<file path="config.mk">
export PLATFORM = sky130hd
export DESIGN_NAME = pc_sequencer
export DESIGN_NICKNAME = d
export VERILOG_FILES = /design/src/rtl/pc_pkg.sv /design/src/rtl/pc_ret_stack.sv /design/src/rtl/pc_sequencer.sv
export SDC_FILE = /design/constraint.sdc
export NUM_CORES = 1
export LEC_CHECK = 0
export CORE_MARGIN = 1
export CORE_UTILIZATION = 60
export DETAILED_ROUTE_END_ITERATION = 10
export PLACE_DENSITY = 0.91
export RECOVER_POWER = 25
export SYNTH_ARGS = -nofsm -noshare
export SYNTH_HDL_FRONTEND = slang
export SYNTH_SLANG_ARGS = --single-unit
export TNS_END_PERCENT = 1
</file>
<file path="constraint.sdc">
create_clock -name i_clk -period 4.85 [get_ports i_clk]
set_input_delay 0.97 -clock i_clk [delete_from_list [all_inputs] [get_ports i_clk]]
set_output_delay 0.97 -clock i_clk [all_outputs]
set_load 0.05 [all_outputs]
</file>
<file path="src/rtl/pc_pkg.sv">
// Shared encodings for the program-counter sequencer: opcodes and FSM states.
package pc_pkg;

    typedef enum logic [2:0] {
        OP_NEXT   = 3'd0,
        OP_JUMP   = 3'd1,
        OP_BRANCH = 3'd2,
        OP_CALL   = 3'd3,
        OP_RET    = 3'd4
    } op_e;

    typedef enum logic [1:0] {
        ST_BOOT  = 2'd0,
        ST_RUN   = 2'd1,
        ST_FAULT = 2'd2
    } state_e;

endpackage

</file>
<file path="src/rtl/pc_ret_stack.sv">
// Return-address stack. Only the pointer is reset; storage keeps stale data.
// Push on full and pop on empty are ignored here; the sequencer also prevents them.
module pc_ret_stack #(
    parameter int PC_BITS     = 8,
    parameter int STACK_DEPTH = 4
) (
    input  logic               i_clk,
    input  logic               i_nrst,
    input  logic               i_push,
    input  logic               i_pop,
    input  logic [PC_BITS-1:0] i_data,
    output logic [PC_BITS-1:0] o_top,
    output logic               o_full,
    output logic               o_empty
);

    localparam int PTR_W = $clog2(STACK_DEPTH + 1);
    localparam int IDX_W = (STACK_DEPTH > 1) ? $clog2(STACK_DEPTH) : 1;
    localparam logic [PTR_W-1:0] DEPTH_P = PTR_W'(STACK_DEPTH);
    localparam logic [PTR_W-1:0] PTR_ONE = PTR_W'(1);

    logic [PC_BITS-1:0] mem_q [STACK_DEPTH];
    logic [PTR_W-1:0]   ptr_q;
    logic [PTR_W-1:0]   ptr_d;
    logic [PTR_W-1:0]   top_ptr_s;
    logic [IDX_W-1:0]   top_idx_s;
    logic [IDX_W-1:0]   wr_idx_s;
    logic               full_q;
    logic               empty_q;
    logic               do_push_s;
    logic               do_pop_s;

    // Next pointer and read/write indices; top index is parked at 0 when empty.
    always_comb begin
        do_push_s = i_push && !full_q;
        do_pop_s  = i_pop && !empty_q && !i_push;
        ptr_d     = ptr_q;
        if (do_push_s) begin
            ptr_d = ptr_q + PTR_ONE;
        end else if (do_pop_s) begin
            ptr_d = ptr_q - PTR_ONE;
        end else begin
            ptr_d = ptr_q;
        end
        if (empty_q) begin
            top_ptr_s = '0;
        end else begin
            top_ptr_s = ptr_q - PTR_ONE;
        end
        top_idx_s = top_ptr_s[IDX_W-1:0];
        wr_idx_s  = ptr_q[IDX_W-1:0];
    end

    // Storage write; intentionally not reset.
    always_ff @(posedge i_clk) begin
        if (do_push_s) begin
            mem_q[wr_idx_s] <= i_data;
        end
    end

    // Pointer and registered occupancy flags.
    always_ff @(posedge i_clk or negedge i_nrst) begin
        if (!i_nrst) begin
            ptr_q   <= '0;
            full_q  <= 1'b0;
            empty_q <= 1'b1;
        end else begin
            ptr_q   <= ptr_d;
            full_q  <= (ptr_d == DEPTH_P);
            empty_q <= (ptr_d == '0);
        end
    end

    assign o_top   = mem_q[top_idx_s];
    assign o_full  = full_q;
    assign o_empty = empty_q;

endmodule

</file>
<file path="src/rtl/pc_sequencer.sv">
// Program-counter sequencer: NEXT/JUMP/BRANCH/CALL/RET with a return stack.
// BOOT lasts one cycle after reset; stack misuse locks into FAULT until reset.
module pc_sequencer
    import pc_pkg::*;
#(
    parameter int                 PC_BITS      = 8,
    parameter int                 STACK_DEPTH  = 4,
    parameter logic [PC_BITS-1:0] RESET_VECTOR = '0
) (
    input  logic               i_clk,
    input  logic               i_nrst,
    input  logic               i_en,
    input  logic [2:0]         i_op,
    input  logic [PC_BITS-1:0] i_target,
    input  logic [PC_BITS-1:0] i_offset,
    input  logic               i_cond,
    output logic [PC_BITS-1:0] o_pc,
    output logic               o_valid,
    output logic               o_stack_full,
    output logic               o_stack_empty,
    output logic               o_fault
);

    localparam logic [PC_BITS-1:0] PC_ONE = PC_BITS'(1);

    state_e             state_q;
    state_e             state_d;
    logic [PC_BITS-1:0] pc_q;
    logic [PC_BITS-1:0] pc_d;
    logic [PC_BITS-1:0] pc_inc_s;
    logic [PC_BITS-1:0] top_s;
    logic               valid_q;
    logic               fault_q;
    logic               push_s;
    logic               pop_s;
    logic               full_s;
    logic               empty_s;

    pc_ret_stack #(
        .PC_BITS     (PC_BITS),
        .STACK_DEPTH (STACK_DEPTH)
    ) u_stack (
        .i_clk   (i_clk),
        .i_nrst  (i_nrst),
        .i_push  (push_s),
        .i_pop   (pop_s),
        .i_data  (pc_inc_s),
        .o_top   (top_s),
        .o_full  (full_s),
        .o_empty (empty_s)
    );

    // Next-state, next-PC and stack control; misuse faults without side effects.
    always_comb begin
        state_d  = state_q;
        pc_d     = pc_q;
        push_s   = 1'b0;
        pop_s    = 1'b0;
        pc_inc_s = pc_q + PC_ONE;
        case (state_q)
            ST_BOOT: begin
                state_d = ST_RUN;
            end
            ST_RUN: begin
                if (i_en) begin
                    case (i_op)
                        OP_NEXT: begin
                            pc_d = pc_inc_s;
                        end
                        OP_JUMP: begin
                            pc_d = i_target;
                        end
                        OP_BRANCH: begin
                            if (i_cond) begin
                                pc_d = pc_q + i_offset;
                            end else begin
                                pc_d = pc_inc_s;
                            end
                        end
                        OP_CALL: begin
                            if (full_s) begin
                                state_d = ST_FAULT;
                            end else begin
                                push_s = 1'b1;
                                pc_d   = i_target;
                            end
                        end
                        OP_RET: begin
                            if (empty_s) begin
                                state_d = ST_FAULT;
                            end else begin
                                pop_s = 1'b1;
                                pc_d  = top_s;
                            end
                        end
                        default: begin
                            pc_d = pc_q;
                        end
                    endcase
                end else begin
                    pc_d = pc_q;
                end
            end
            ST_FAULT: begin
                state_d = ST_FAULT;
            end
            default: begin
                state_d = ST_FAULT;
            end
        endcase
    end

    // State, PC and status flag registers.
    always_ff @(posedge i_clk or negedge i_nrst) begin
        if (!i_nrst) begin
            state_q <= ST_BOOT;
            pc_q    <= RESET_VECTOR;
            valid_q <= 1'b0;
            fault_q <= 1'b0;
        end else begin
            state_q <= state_d;
            pc_q    <= pc_d;
            valid_q <= (state_d == ST_RUN);
            fault_q <= (state_d == ST_FAULT);
        end
    end

    assign o_pc          = pc_q;
    assign o_valid       = valid_q;
    assign o_fault       = fault_q;
    assign o_stack_full  = full_s;
    assign o_stack_empty = empty_s;

endmodule

</file>
==> out/qor.txt <==
outcome - finished clean
utilization after layout - 71.8%
Startpoint Class - register
Resized Gates After CTS - 0
GP Congestion - 0.869
grt ovf - 0
worst path cell trace - inv_1 -> ha_1 -> nand2b_1 -> o22ai_1 -> a21oi_1 -> a211o_1 -> mux2_2
RSZ-0062 raised after global routing - false
Final setup viols - 0
P_leak - 0.00129 uW
Critical-path top delay cell - dfrtp_1
Die Area - 0.00525 sq mm
CTS sink cnt - 49
Layout Nets - 333
CP required - 5060 ps
Hold Crit Endpoint - o_fault
Slew headroom - 41.6%
wire per inst - 19.9 um
area grow syn2layout - 14.5%
commonest non-fill, non-tap cells in the layout - clkdlybuf4s50_1 (33), edfxtp_1 (32), o21ai_0 (20)
share of cells above drive strength 1 - 9.73%
Yosys reg bits - 49
Peak supply drop - 370 uV
final setup margin - 1840 ps
CP arrival - 3220 ps
syn avg cell area - 11.2 sq um
Max FO, Critical Path - 17
clock buffer depth - 2
asr flop ratio synth - 34.7%
sequential area share after synthesis - 46.6%
Crit Reg-Reg Startpoint - u_stack.ptr_q[0]
# diodes - 0
Syn Nets - 303
global-route wire length before repair - 11700 um
Initial Util - 62.7%
Rows - 25
family with the most delay on the worst path - flip-flops
height of the die - 72.5 um
CTS H-tree lvls - 2
FMAX - 0.332 GHz
# DRC - 0
CTS tree - done
crit path capture type - register
maxcap violations - 0
worst slack, placed - 1610 ps
Post-CTS Hold Fix Bufs - 0
max-slew violation count - 0
via density per instance - 6.54
Die X - 72.5 um
CTS clk-pin slew, worst paths - 100 ps
Syn Inst Count - 267
HPWL after DPL - 5330 um
reg2reg path depth - 7
Final min period - 3010 ps
Filler cells - 350
routed vias - 2386
Worst R2R End - o_pc[0]
min-delay src - state_q[1]
R2R setup slack - 1840 ps
CP bufs+invs - 1
routed wire length - 7260 um
I/O pin count - 35
worst stage delay on the critical path - 820 ps
Post-CTS Setup Bufs - 0
Yosys warnings - 0
number of CTS-inserted buffers - 5
core outline area - 0.00475 sq mm
TNS Setup - 0 ps
Worst-Skew Late Latency - 310 ps
Worst Tran Pin Value - 873 ps
clk root buf - clkbuf_8
PwrDens - 534 mW/mm^2
Hold WS - 513 ps
Hold Path Class - register to register
Fin. Hold Viols - 0
clk_skew - 7.84 ps
remaining antenna violation count - 0
critical path class - register to register
Mapped Area - 0.00298 sq mm
crit share post-route - 62.1%
commonest non-fill, non-tap cell in the layout - clkdlybuf4s50_1
largest net degree at the start of global routing - 18
Synth Flop Type - edfxtp_1
Tot GR Track Use - 30.0%
WHS Path Cells - 1
number of synthesized flops with an enable pin - 32
vias in the first global route - 2280
initial antenna violation count - 0
1st-iter DRT viols - 199
DR pass1 iterations - 5
PortBufs - 34
Netlist cell types - 74
-- cell type report --
cell class | instances | area [sq um] | area share [%]
timing repair buffer | 34 | 340 | 9.97
multi-input combinational | 191 | 1450 | 42.5
sequential | 49 | 1390 | 40.7
tap | 67 | 83.8 | 2.46
clock buffer | 5 | 68.8 | 2.02
inverter | 16 | 60.1 | 1.76
clock inverter | 3 | 21.3 | 0.623
-- layer usage --
metal,track usage (%),up-vias,part of all wire (%)
met3,4.31,23,6.8
met5,0,-,0
met1,38.9,1145,40
met2,50.8,138,50
li1,-,1080,-
met4,12.0,0,2.8
-- synth_stat cells, drive strengths merged, types with 7 or more instances --
cell type / number / share of area, %
xnor2: 7 / 2.3
ha: 12 / 5.0
nand2: 12 / 1.5
dfrtp: 16 / 13
a21oi: 12 / 2.1
nor2: 11 / 1.7
o21ai: 22 / 3.7
o22ai: 10 / 2.3
inv: 16 / 2.0
buf: 8 / 2.4
edfxtp: 32 / 32
-- per-stage QoR --
step	std cells	instance area, sq um	total power (uW)
6_report	365	3410	1820
5_1_grt	365	3410	1910
4_1_cts	365	3410	1800
3_5_place_dp	357	3320	1550
3_3_place_gp	357	3320	1510
2_1_floorplan	267	2980	1300
-- cell families after synthesis --
| family | synth area share, % |
|---|---|
| fa+ha+maj | 5.71 |
| compound gates | 20.7 |
| simple gates | 14.1 |
| mux | 4.41 |
| xor+xnor | 3.74 |
| buf+inv | 4.79 |
| flops | 46.6 |
-- power breakdown --
part | internal, uW | switching [uW] | total (uW)
logic | 342 | 557 | 899
registers | 563 | 107 | 669
clock network | 103 | 151 | 254
-- state kept, by name, summed over array words and instances, names as in the netlist --
signal / cells
o_fault: 1
o_pc: 8
o_valid: 1
state_q: 2
u_stack.mem_q: 32
u_stack.o_empty: 1
u_stack.o_full: 1
u_stack.ptr_q: 3
-- worst max path at each step --
stage / start / endpoint / slack, ps / cells past startpoint
after global routing: u_stack.ptr_q[0] / o_pc[0] / 1690 / 7
after global placement: i_op[0] / u_stack.ptr_q[1] / 1700 / 5
final: u_stack.ptr_q[0] / o_pc[0] / 1840 / 7
after CTS: u_stack.ptr_q[0] / o_pc[0] / 1880 / 7
after floorplan: i_offset[0] / o_pc[6] / 2370 / 8
after detailed placement: i_op[0] / u_stack.o_full / 1610 / 6
-- worst reg2reg max path, cell delays in order, from the launching register on --
cell,delay (ps)
dfrtp_1,820
inv_1,320
ha_1,700
nand2b_1,190
o22ai_1,250
a21oi_1,130
a211o_1,240
mux2_2,260
(Power assumes the default switching activity.)
